[config.mk]
export PLATFORM = sky130hd
export DESIGN_NAME = fp_mul_issue_flat
export DESIGN_NICKNAME = d
export VERILOG_FILES = /design/src/rtl/fp_mul_issue_if.sv /design/src/rtl/fp_mul_issue.sv /design/src/flat_wrapper.sv
export SDC_FILE = /design/constraint.sdc
export NUM_CORES = 1
export LEC_CHECK = 0
export CAP_MARGIN = 20
export CORE_MARGIN = 1
export CORE_UTILIZATION = 49
export DETAILED_ROUTE_END_ITERATION = 6
export HOLD_SLACK_MARGIN = 0.02
export PLACE_DENSITY = 0.73
export RECOVER_POWER = 100
export SLEW_MARGIN = 5
export SYNTH_ARGS = -nofsm -noshare
export SYNTH_HDL_FRONTEND = slang
export SYNTH_SLANG_ARGS = --single-unit
[constraint.sdc]
create_clock -name clk -period 6.2 [get_ports clk]
set_input_delay 1.24 -clock clk [delete_from_list [all_inputs] [get_ports clk]]
set_output_delay 1.24 -clock clk [all_outputs]
set_load 0.005 [all_outputs]
[src/rtl/fp_mul_issue_if.sv]
// fp_mul_issue_if: operand, multiplier and result streams of fp_mul_issue
interface fp_mul_issue_if #(
    parameter int DATA_W     = 32,
    parameter int FIFO_DEPTH = 8
);
    logic                        in_valid;
    logic                        in_ready;
    logic [DATA_W-1:0]           in_a;
    logic [DATA_W-1:0]           in_b;
    logic                        mul_start;
    logic [DATA_W-1:0]           mul_op_a;
    logic [DATA_W-1:0]           mul_op_b;
    logic                        mul_done;
    logic [DATA_W-1:0]           mul_res;
    logic                        out_valid;
    logic                        out_ready;
    logic [DATA_W-1:0]           out_res;
    logic [$clog2(FIFO_DEPTH):0] level;
    logic                        err;
    modport master (
        output in_valid, in_a, in_b, mul_done, mul_res, out_ready,
        input  in_ready, mul_start, mul_op_a, mul_op_b, out_valid, out_res, level, err
    );
    modport slave (
        input  in_valid, in_a, in_b, mul_done, mul_res, out_ready,
        output in_ready, mul_start, mul_op_a, mul_op_b, out_valid, out_res, level, err
    );
endinterface

[src/rtl/fp_mul_issue.sv]
// fp_mul_issue: credit-checked operand issue and in-order result FIFO for the pipelined multiplier
module fp_mul_issue #(
    parameter int DATA_W     = 32,
    parameter int FIFO_DEPTH = 8
) (
    input logic           clk,
    input logic           rst,
    fp_mul_issue_if.slave bus
);
    localparam int AW = $clog2(FIFO_DEPTH);
    localparam int LW = AW + 1;
    logic [DATA_W-1:0] mem [FIFO_DEPTH];
    logic [AW-1:0]     wr_ptr, rd_ptr;
    logic [LW-1:0]     inflight, count;
    logic              accept, push, pop;
    always_comb begin
        accept = bus.in_valid & bus.in_ready;
        push   = bus.mul_done & (inflight != '0);
        pop    = bus.out_valid & bus.out_ready;
    end
    // credits cover both in-flight ops and buffered results, so a push always finds a free slot
    assign bus.level     = inflight + count;
    assign bus.in_ready  = bus.level < LW'(FIFO_DEPTH);
    assign bus.out_valid = count != '0;
    assign bus.out_res   = bus.out_valid ? mem[rd_ptr] : '0;
    always_ff @(posedge clk) begin
        if (push && !rst)
            mem[wr_ptr] <= bus.mul_res;
    end
    always_ff @(posedge clk) begin
        if (rst) begin
            bus.mul_start <= 1'b0;
            bus.mul_op_a  <= '0;
            bus.mul_op_b  <= '0;
            wr_ptr        <= '0;
            rd_ptr        <= '0;
            inflight      <= '0;
            count         <= '0;
            bus.err       <= 1'b0;
        end else begin
            bus.mul_start <= accept;
            if (accept) begin
                bus.mul_op_a <= bus.in_a;
                bus.mul_op_b <= bus.in_b;
            end
            if (push)
                wr_ptr <= wr_ptr + 1'b1;
            if (pop)
                rd_ptr <= rd_ptr + 1'b1;
            inflight <= inflight + LW'(accept) - LW'(push);
            count    <= count + LW'(push) - LW'(pop);
            bus.err  <= bus.err | (bus.mul_done & (inflight == '0));
        end
    end
endmodule

[src/flat_wrapper.sv]
// flat-port wrapper written by rule: the top's interface ports become plain ports
module fp_mul_issue_flat 
#(
    parameter int DATA_W     = 32,
    parameter int FIFO_DEPTH = 8
)
  (clk, rst, bus_in_valid, bus_in_a, bus_in_b, bus_mul_done, bus_mul_res, bus_out_ready, bus_in_ready, bus_mul_start, bus_mul_op_a, bus_mul_op_b, bus_out_valid, bus_out_res, bus_level, bus_err);
  fp_mul_issue_if #(.DATA_W(DATA_W), .FIFO_DEPTH(FIFO_DEPTH)) bus_i ();
  input logic clk;
  input logic rst;
  input wire logic [$bits(bus_i.in_valid)-1:0] bus_in_valid;
  input wire logic [$bits(bus_i.in_a)-1:0] bus_in_a;
  input wire logic [$bits(bus_i.in_b)-1:0] bus_in_b;
  input wire logic [$bits(bus_i.mul_done)-1:0] bus_mul_done;
  input wire logic [$bits(bus_i.mul_res)-1:0] bus_mul_res;
  input wire logic [$bits(bus_i.out_ready)-1:0] bus_out_ready;
  output wire logic [$bits(bus_i.in_ready)-1:0] bus_in_ready;
  output wire logic [$bits(bus_i.mul_start)-1:0] bus_mul_start;
  output wire logic [$bits(bus_i.mul_op_a)-1:0] bus_mul_op_a;
  output wire logic [$bits(bus_i.mul_op_b)-1:0] bus_mul_op_b;
  output wire logic [$bits(bus_i.out_valid)-1:0] bus_out_valid;
  output wire logic [$bits(bus_i.out_res)-1:0] bus_out_res;
  output wire logic [$bits(bus_i.level)-1:0] bus_level;
  output wire logic [$bits(bus_i.err)-1:0] bus_err;
  assign bus_i.in_valid = bus_in_valid;
  assign bus_i.in_a = bus_in_a;
  assign bus_i.in_b = bus_in_b;
  assign bus_i.mul_done = bus_mul_done;
  assign bus_i.mul_res = bus_mul_res;
  assign bus_i.out_ready = bus_out_ready;
  assign bus_in_ready = bus_i.in_ready;
  assign bus_mul_start = bus_i.mul_start;
  assign bus_mul_op_a = bus_i.mul_op_a;
  assign bus_mul_op_b = bus_i.mul_op_b;
  assign bus_out_valid = bus_i.out_valid;
  assign bus_out_res = bus_i.out_res;
  assign bus_level = bus_i.level;
  assign bus_err = bus_i.err;
  fp_mul_issue #(.DATA_W(DATA_W), .FIFO_DEPTH(FIFO_DEPTH)) u_core (.clk(clk), .rst(rst), .bus(bus_i));
endmodule
* Yosys cells after proc, flatten, opt, wreduce, memory -nomap -nowiden
Memories as Yosys holds them, arrays and structs flattened. A register that Yosys moved wholly into a read port is not among the register bits.
Cells that the tools add are included.
** Word-level totals
- Bits in registers :: 80
- Bits in latches :: 0
- RAM bits :: 256
- Bits in read-only memories :: 0
- Input bits :: 101
- Output and inout port bits :: 104
- Word-level logic and storage cells :: 32
- Memories :: 1
** Memory list
- u_core.mem :: depth 8, bits a word 32, read ports 1, clocked after memory_dff 1, write ports 1, line fp_mul_issue.sv:12 : logic [DATA_W-1:0] mem [FIFO_DEPTH];
** Cells by class
- Add/subtract/negate cells :: 7
- $mul :: 0
- Div/mod/pow operators :: 0
- Magnitude comparators :: 1
- Equality and inequality tests :: 0
- Shift-type cells :: 0
- Muxes and demuxes :: 5
- Bitwise gates (word level) :: 5
- Reduce and logical (&&, ||, !) cells :: 5
** Operators with widths (count)
- $mux W32 :: 1
- $add A4 B1 Y4 :: 2
- $reduce_bool A4 Y1 :: 2
- $sub A4 B1 Y4 :: 2
- $add A3 B1 Y3 const B :: 2
- $mux W3 :: 2
- $add A4 B4 Y4 :: 1
- $and A1 B1 Y1 :: 4
- $logic_not A4 Y1 :: 1
- $lt A4 B4 Y1 const B :: 1
- $mux W1 :: 2
- $logic_and A1 B1 Y1 :: 1
- $logic_not A1 Y1 :: 1
- $or A1 B1 Y1 :: 1

* Depth between registers and ports, before layout
Gate-level depths: netlist of the first run.
- Depth after elaboration :: 5
- Mapped depth :: 14

* Least setup slack after synthesis of the first run
Ideal clock, no wire load.
- Path kind :: input port to flip-flop
- Start :: input rst
- End :: memory u_core.mem[0][0] (enable)
- Library setup time :: 0.513 ns
- Arrival time :: 4.868 ns
- Data required time :: 5.687 ns
- Slack :: 0.819 ns
- Cell stages on the path :: 3
- Buffers on the path :: 1
- Cells stage by stage :: clkbuf_1 > nor2_1 > nor4b_1
** On the way
- Word-level cells in the longest chain between the ends :: 4
** Ends and longest elaborated chain
- from (decl) :: line flat_wrapper.sv:10 : input logic rst;
- $logic_not A1 Y1 :: line fp_mul_issue.sv:27 : if (push && !rst)
- $logic_and A1 B1 Y1 :: line fp_mul_issue.sv:27
- $mux W1 :: line fp_mul_issue.sv:27
- $mux W1 (implied by the code) :: line fp_mul_issue.sv:28 : mem[wr_ptr] <= bus.mul_res;
- to (decl) :: line fp_mul_issue.sv:12
No other way between the ends.

==> flow_metrics.tcl, run 1 <==
set metrics [dict create \
    outcome "finished with violations" \
    failing_checks "capacitance limit, slew limit" \
    drv.max_cap_violation_count 9 \
    place_hpwl_um 16700 \
    vias_per_cell 5.23 \
    syn_to_final_growth_pct 25.6 \
    drc 0 \
    highest_achievable_clock_rate_mhz 198 \
    drt_first_iter_violations 451 \
    power.share.combinational_pct 26.4 \
    power_mw 6.60 \
    synthCells 804 \
    wirelength_um 27500 \
    class_of_the_worst_hold_path "reg2reg" \
    global_route_wire_length_before_repair_um 42600 \
    cts_inserted_buffers 36 \
    final_cell_count_no_fill 1415 \
    cts_resized 0 \
    coreArea_um2 27100 \
    setup_repair_after_global_routing_missed_its_margin "false" \
    period_minus_slack_ns 5.06 \
    power.share.switching_pct 26.4 \
    final-max-slew-violation-count 351 \
    die_height_um 169 \
    clk_pin_slew_worst_paths_ns 0.06 \
    cts.htree.levels 2 \
    cellLeakagePower_nw 5.91 \
    setup_total_negative_slack_ns 0 \
    synthDistinctLibCells 30 \
    cp-end-kind "primary output" \
    clock-skew-final_ns 0.0105 \
    power_frac_seq_pct 43.0 \
    timing_hold_violations_final 0 \
    worst_r2r_path_depth 8 \
    die_x_um 169 \
    grt_remaining_overflow 0 \
    min-delay-start "u_core.bus.mul_op_a[5]" \
    r2r_end "u_core.mem[5][22]" \
    ioPinCount 205 \
    initial_utilization_pct 50.2 \
    synth_sequential_area_ratio_pct 68.8 \
    cts_root_buffer "clkbuf_16" \
    cts.repair_timing.setup_buffer_count 0 \
    grt_antenna_before_repair 3 \
    dr_total_vias 7402 \
    clk_latency_ns 0.51 \
    clkSinkCount 339 \
    reg2reg_setup_slack_ns 2.15 \
    final_core_util_pct 63.0 \
    syn_nets 923 \
    power_per_cell_area_nw_per_um2 387 \
    cts_tree "built" \
    p_int_mw 4.86 \
    critical_path.max_fanout 38 \
    cp_data_arrival_time_ns 3.82 \
    nNetsFinal 1134 \
    ir_worst_vdd_uv 212 \
    place.gp.congestion 0.742 \
    grtUsageTotal_pct 19.7 \
    multiInputGateArea_um2 3950 \
    postSynthRegisterBits 339 \
    whs_path_depth 2 \
    syn_area_um2 13600 \
    wire_per_inst_um 19.5 \
    hold_path_end "u_core.bus.mul_op_a[5]" \
    synth.yosys.warnings 0 \
    clk_path_buf_depth 3 \
    share_of_power_burned_in_the_clock_network_pct 30.6 \
    required_ns 4.96 \
    die-area_um2 28400 \
    rr_startpoint "u_core.inflight[3]" \
    port_buffers 204 \
    placementRows 60 \
    critPathKind "reg2out" \
    detail_route.first_pass.iterations 5 \
    timing.max_slew.rel_slack_pct -150 \
    maximum_number_of_pins_on_one_net_before_global_route_repair 134 \
    total_switching_power_mw 1.74 \
    final-setup-viol-count 0 \
    worst-slew-pin-transition_ns 3.75 \
    post_route_cells_drive_above_1_share_pct 12.3 \
    drtAntennaViolNets 0 \
    n_fill_cell 1933 \
    sequential_cell_area_um2 9350 \
    first_global_vias 7803 \
    number_of_buffers_inserted_by_hold_repair_at_cts 0 \
    syn_area_per_cell_um2 16.9 \
    placed_cells_incl_taps 1347 \
    fin_crit_sh_pct 81.6 \
    crit_path_start_kind "register" \
]
[registers in the layout, indices dropped and copies added (netlist names), named ones only]
| signal | cells |
|---|---|
| u_core.rd_ptr | 3 |
| u_core.wr_ptr | 3 |
| u_core.mem | 256 |
| u_core.bus.mul_op_b | 32 |
| u_core.bus.err | 1 |
| u_core.bus.mul_op_a | 32 |
| u_core.count | 4 |
| u_core.inflight | 4 |
| u_core.bus.mul_start | 1 |
[worst max-delay path: stages (launching register included)]
cell and delay (ns):
dfxtp_2 1.21, buf_4 0.61, mux4_2 0.57, mux2i_1 0.16, nor2_1 0.06, dlygate4sd3_1 0.64
[through the flow]
step | hold WS [ns] | worst slack [ns] | cell area (um^2)
after floorplan | 0.465 | 0.819 | 13600
after global placement | 0.457 | 2.23 | 16000
after detailed placement | 0.462 | 2.21 | 16000
after CTS | 0.474 | 1.65 | 17200
after global routing | 0.478 | 0.781 | 17100
final | 0.468 | 1.14 | 17100
[worst max path at each step]
stage / from / end / slack [ns]
after global routing: register / bus_out_res[21] / 0.78
after detailed placement: register / bus_out_res[26] / 2.21
after floorplan: rst / u_core.mem[0][0] / 0.82
after global placement: register / bus_out_res[23] / 2.23
after CTS: register / bus_out_res[30] / 1.65
final: register / bus_out_res[30] / 1.14
[power by group through the flow]
stage	Clock [mW]	Combinational, mW	Sequential (mW)
5_1_grt	2.16	1.92	2.87
3_5_place_dp	0	1.88	2.89
3_3_place_gp	0	1.85	2.88
6_report	2.02	1.74	2.84
4_1_cts	2.08	1.89	2.85
2_1_floorplan	0	1.13	2.80
[cells in the mapped netlist (all sizes together)]
cell | count | area share, %
a41oi | 1 | 0.064
nor2 | 50 | 1.4
buf | 24 | 1.1
ha | 15 | 1.4
nand2 | 8 | 0.22
nor4 | 1 | 0.046
or3b | 1 | 0.064
and3 | 1 | 0.046
edfxtp | 256 | 57
nand2b | 128 | 5.9
nor3 | 3 | 0.11
dfxtp | 83 | 12
mux2i | 98 | 7.2
fa | 3 | 0.44
nand3 | 2 | 0.074
nor4b | 1 | 0.064
inv | 19 | 0.52
xnor2 | 7 | 0.45
clkbuf | 22 | 0.61
a21oi | 4 | 0.17
a21o | 3 | 0.17
nor2b | 3 | 0.14
and2 | 1 | 0.046
nand3b | 1 | 0.055
xor2 | 5 | 0.32
mux4 | 64 | 11
[cell usage in the layout (no fill, tap or decap), drive strengths merged, types with 7 or more instances in the layout]
master / Yosys / final
edfxtp: 256 / 256
dlygate4sd3: 0 / 134
nand2b: 128 / 128
mux2i: 98 / 98
dfxtp: 83 / 83
clkdlybuf4s50: 0 / 69
mux4: 64 / 64
clkbuf: 22 / 58
nor2: 50 / 50
inv: 19 / 21
ha: 15 / 15
clkinv: 0 / 12
nand2: 8 / 8
xnor2: 7 / 7
[per-layer routing]
metal,global-route usage (%),wire length [um]
met1,23.6,10900
met2,33.6,13800
met3,7.04,2300
met4,5.57,503
met5,0,23
[area by class of cell]
cell class                 instances  area share, %
inverter                          19          0.418
sequential                       339           54.8
clock inverter                    18          0.850
antenna                            1         0.0147
tap                              372           2.73
timing repair buffer             219           12.4
clock buffer                      47           5.70
multi-input combinational        400           23.1
[cell families after synthesis]
family / synth area share, %
AO/OA/AOI/OAI: 0.405
XOR/XNOR: 0.773
adder cells (fa/ha/maj): 1.82
buffers and inverters: 2.26
flip-flops: 68.8
multiplexers: 17.8
AND/OR/NAND/NOR: 8.14
Note: power is estimated with default switching activity, not from simulation.
==> run 2: changes to the inputs <==
- PLACE_DENSITY: 0.73 -> 0.76
- clock period: 6.2 -> 4.48 ns (I/O delays scaled with it)
==> flow_metrics.tcl, run 2 (synthesized netlist as in run 1, its figures left out) <==
set metrics [dict create \
    timing_hold_violations_final 0 \
    path_cells "inv_1 > ha_1 > and3_1 > nor2_1 > dlygate4sd3_1" \
    critical_path.max_fanout 33 \
    mostFrequentLayoutCell "edfxtp_1" \
    critical_path.slowest_cell "and3_1" \
    syn_to_final_growth_pct 26.8 \
    vias_per_cell 5.20 \
    cts.repair_timing.setup_buffer_count 0 \
    power.share.switching_pct 26.4 \
    timing.max_slew.rel_slack_pct -67.1 \
    grt_remaining_overflow 0 \
    largest_reg_flops 256 \
    critPathMaxStageDelay_ns 1.25 \
    wirelength_um 28100 \
    ir_worst_vdd_uv 329 \
    die_x_um 169 \
    grt_antenna_before_repair 3 \
    drt_first_iter_violations 484 \
    initial_utilization_pct 50.2 \
    power_frac_seq_pct 41.3 \
    class_of_the_worst_hold_path "reg2reg" \
    first_global_vias 7798 \
    layout.cell_area.non_filler_um2 17200 \
    ioPinCount 205 \
    post_route_cells_drive_above_1_share_pct 12.4 \
    port_buffers 204 \
    nNetsFinal 1138 \
    min-delay-start "u_core.bus.mul_op_b[1]" \
    dr_total_vias 7385 \
    coreArea_um2 27100 \
    clkSinkCount 339 \
    crit_path_start_kind "register" \
    clk_latency_ns 0.53 \
    highest_achievable_clock_rate_mhz 245 \
    p_int_mw 6.92 \
    clk_pin_slew_worst_paths_ns 0.06 \
    power.share.combinational_pct 26.8 \
    cp-end-kind "primary output" \
    required_ns 3.58 \
    detail_route.first_pass.iterations 4 \
    period_minus_slack_ns 4.09 \
    final_cell_count_no_fill 1420 \
    cts_tree "built" \
    dpl-instance-area_um2 16100 \
    critPathLaunch "u_core.count[2]" \
    cts_resized 0 \
    placed_cells_incl_taps 1353 \
    clock-skew-final_ns 0.0338 \
    die-area_um2 28400 \
    cts_inserted_buffers 36 \
    layout_common_cells "256 x edfxtp_1, 130 x dlygate4sd3_1, 128 x nand2b_1, 97 x mux2i_1, 80 x dfxtp_1" \
    rr_startpoint "u_core.count[2]" \
    grtUsageTotal_pct 20.4 \
    number_of_buffers_inserted_by_hold_repair_at_cts 0 \
    drtAntennaViolNets 0 \
    final-max-slew-violation-count 390 \
    share_of_power_burned_in_the_clock_network_pct 31.9 \
    largest_registers "u_core.mem x256, u_core.bus.mul_op_a x32, u_core.bus.mul_op_b x32" \
    cp_data_arrival_time_ns 3.19 \
    failing_checks "capacitance limit, slew limit" \
    regMostFlops "u_core.mem" \
    place_hpwl_um 16700 \
    fin_crit_sh_pct 91.2 \
    wire_per_inst_um 19.8 \
    placementRows 60 \
    worst-slew-pin-transition_ns 2.51 \
    outcome "finished with violations" \
    final-setup-viol-count 0 \
    cts_root_buffer "clkbuf_16" \
    critPathKind "reg2out" \
    global_route_wire_length_before_repair_um 43700 \
    cellLeakagePower_nw 5.95 \
    setup_total_negative_slack_ns 0 \
    maximum_number_of_pins_on_one_net_before_global_route_repair 146 \
    place.gp.congestion 0.718 \
    clk_path_buf_depth 3 \
    setup_repair_after_global_routing_missed_its_margin "false" \
    power_per_cell_area_nw_per_um2 545 \
    total_switching_power_mw 2.48 \
    cts.htree.levels 2 \
    die_height_um 169 \
    drc 0 \
    drv.max_cap_violation_count 9 \
]
## run 2: worst paths after layout
path / endpoint / slack, ns / cells past startpoint
worst max-delay path: bus_out_res[22] / 0.39 / 5
worst min-delay path: u_core.bus.mul_op_b[1] / 0.47 / 2
worst max register to register: u_core.count[2] / 0.68 / 12
worst min register to register: u_core.bus.mul_op_b[1] / 0.47 / 2
## run 2: per-layer routing
metal,track usage (%),up-vias,part of all wire (%)
li1,-,3417,-
met1,25.0,3643,40
met4,6.13,2,1.7
met5,0,-,0.028
met3,6.71,40,9.0
met2,34.5,283,49
## run 2: final cells by class
class                      instances  area, um^2
antenna                            2        5.00
clock buffer                      51         978
clock inverter                    14         210
fill                            1984        9870
inverter                          19        71.3
multi-input combinational        400        3980
sequential                       339        9360
tap                              372         465
timing repair buffer             223        2160
## run 2: power by group through the flow
stage	Sequential (mW)	Clock, mW	Combinational (mW)
floorplan	3.87	0	1.57
global placement	3.94	0	2.67
detailed placement	3.96	0	2.70
CTS	3.90	3.06	2.72
global route	3.93	3.19	2.75
finish	3.88	3.00	2.52
## run 2: critical path, delay by kind of cell, from the launching register on
kind	cells	cell delay, ns
simple gates	2	1.45
buf+inv	2	0.74
flops	1	0.33
fa+ha+maj	1	0.14
## run 2: metrics by stage
stage,worst slack [ns],hold WS [ns],util (%),power [mW]
floorplan,0.361,0.465,-,5.44
global placement,1.15,0.457,59.5,6.61
detailed placement,1.14,0.464,59.5,6.65
CTS,0.571,0.475,63.8,9.68
global route,0.232,0.484,63.6,9.86
finish,0.394,0.468,63.6,9.40
==> run 3: changes to the inputs <==
- ABC_CLOCK_PERIOD_IN_PS: unset -> 4480
- PLACE_DENSITY: 0.76 -> 0.74
==> flow_metrics.tcl, run 3 (synthesized netlist as in run 1, its figures left out) <==
set metrics [dict create \
    cellLeakagePower_nw 5.98 \
    power_per_cell_area_nw_per_um2 547 \
    place.gp.congestion 0.741 \
    die_height_um 169 \
    detail_route.first_pass.iterations 6 \
    clk_path_buf_depth 3 \
    nNetsFinal 1139 \
    worst-slew-pin-transition_ns 2.48 \
    coreArea_um2 27100 \
    port_buffers 204 \
    cp_data_arrival_time_ns 4.06 \
    final-setup-viol-count 0 \
    wire_per_inst_um 19.2 \
    regMostFlops "u_core.mem" \
    clkSinkCount 339 \
    cts.htree.levels 2 \
    timing.max_slew.rel_slack_pct -65.0 \
    die_x_um 169 \
    placed_cells_incl_taps 1354 \
    period_minus_slack_ns 3.98 \
    failing_checks "capacitance limit, slew limit" \
    highest_achievable_clock_rate_mhz 251 \
    largest_reg_flops 256 \
    die-area_um2 28400 \
    drv.max_cap_violation_count 6 \
    multiInputGateArea_um2 3970 \
    cts_inserted_buffers 36 \
    global_route_wire_length_before_repair_um 42600 \
    setup_repair_after_global_routing_missed_its_margin "false" \
    final_cell_count_no_fill 1421 \
    outcome "finished with violations" \
    dr_total_vias 7255 \
    cts.repair_timing.setup_buffer_count 0 \
    clk_pin_slew_worst_paths_ns 0.06 \
    initial_utilization_pct 50.2 \
    sequential_cell_area_um2 9360 \
    required_ns 4.57 \
    setup_total_negative_slack_ns 0 \
    wirelength_um 27200 \
    syn_to_final_growth_pct 27.1 \
    grt_antenna_before_repair 2 \
    timing_hold_violations_final 0 \
    clk_latency_ns 0.53 \
    maximum_number_of_pins_on_one_net_before_global_route_repair 122 \
    crit_path_start_kind "input pin" \
    placementRows 60 \
    drtAntennaViolNets 0 \
    post_route_cells_drive_above_1_share_pct 13.6 \
    ir_worst_vdd_uv 298 \
    cts_root_buffer "clkbuf_16" \
    grt_remaining_overflow 0 \
    rr_startpoint "u_core.inflight[3]" \
    final-max-slew-violation-count 178 \
    cp-end-kind "register" \
    critPathKind "in2reg" \
    layout_common_cells "256 x edfxtp_1, 134 x dlygate4sd3_1, 128 x nand2b_1, 97 x mux2i_1, 80 x dfxtp_1" \
    grtUsageTotal_pct 19.8 \
    mostFrequentLayoutCell "edfxtp_1" \
    min-delay-start "u_core.bus.mul_op_a[3]" \
    critical_path.max_fanout 32 \
    drc 0 \
    class_of_the_worst_hold_path "reg2reg" \
    clock-skew-final_ns 0.0324 \
    power_mw 9.45 \
    final_core_util_pct 63.8 \
    cts_resized 0 \
    first_global_vias 7825 \
    largest_registers "u_core.mem x256, u_core.bus.mul_op_a x32, u_core.bus.mul_op_b x32" \
    critPathLaunch "bus_mul_done" \
    vias_per_cell 5.11 \
    fin_crit_sh_pct 88.8 \
    number_of_buffers_inserted_by_hold_repair_at_cts 0 \
    drt_first_iter_violations 469 \
    ioPinCount 205 \
    n_fill_cell 1939 \
    place_hpwl_um 16400 \
    cts_tree "built" \
]
-- run 3: cell count changes in the layout (fill, tap and decap cells not counted), sizes merged, moves of 2 or more --
cell           previous run  this run
buf                       7         9
inv                      22        19
clkdlybuf4s50            73        69
clkbuf                   64        53
clkinvlp                  2         8
dlygate4sd3             130       134
clkinv                    4        12
-- run 3: per-stage QoR --
stage / hold WS [ns] / setup slack, ns / instance area [um^2]
2_1_floorplan: 0.465 / 0.361 / 13600
3_3_place_gp: 0.457 / 1.20 / 16100
3_5_place_dp: 0.459 / 1.17 / 16100
4_1_cts: 0.475 / 0.595 / 17400
5_1_grt: 0.485 / 0.376 / 17300
6_report: 0.467 / 0.502 / 17300
-- run 3: path summary, 6_finish.rpt --
check	slack, ns	depth (start not counted)	endpoint
setup / recovery	0.50	6	u_core.mem[4][30]
hold / removal	0.47	2	u_core.bus.mul_op_a[3]
setup reg to reg	0.68	8	u_core.mem[4][30]
hold reg to reg	0.47	2	u_core.bus.mul_op_a[3]
-- run 3: worst max-delay path, stage by stage --
cell and delay, ns:
dlygate4sd3_1 0.58, nand2_1 0.17, inv_1 0.20, nand2_1 0.23, nor4_1 0.27, clkbuf_1 1.68
-- run 3: cell type report --
| class | count | share of cell area, % |
|---|---|---|
| flip-flops and latches | 339 | 54.1 |
| inverters | 19 | 0.413 |
| clock buffers | 41 | 5.63 |
| multi-input cells | 400 | 23.0 |
| well taps | 372 | 2.69 |
| diodes | 1 | 0.0145 |
| clock inverters | 25 | 1.61 |
| repair buffers | 224 | 12.6 |
-- run 3: routing by layer --
layer,vias up,track usage [%],share of wire (%)
li1,3420,-,-
met1,3533,23.3,39
met2,253,34.4,49
met3,47,6.45,8.8
met4,2,6.48,2.2
met5,-,0,0.062
-- run 3: report_power, final --
part	internal [mW]	switching, mW
Clock	1.86	1.22
Sequential	3.68	0.198
Combinational	1.41	1.08
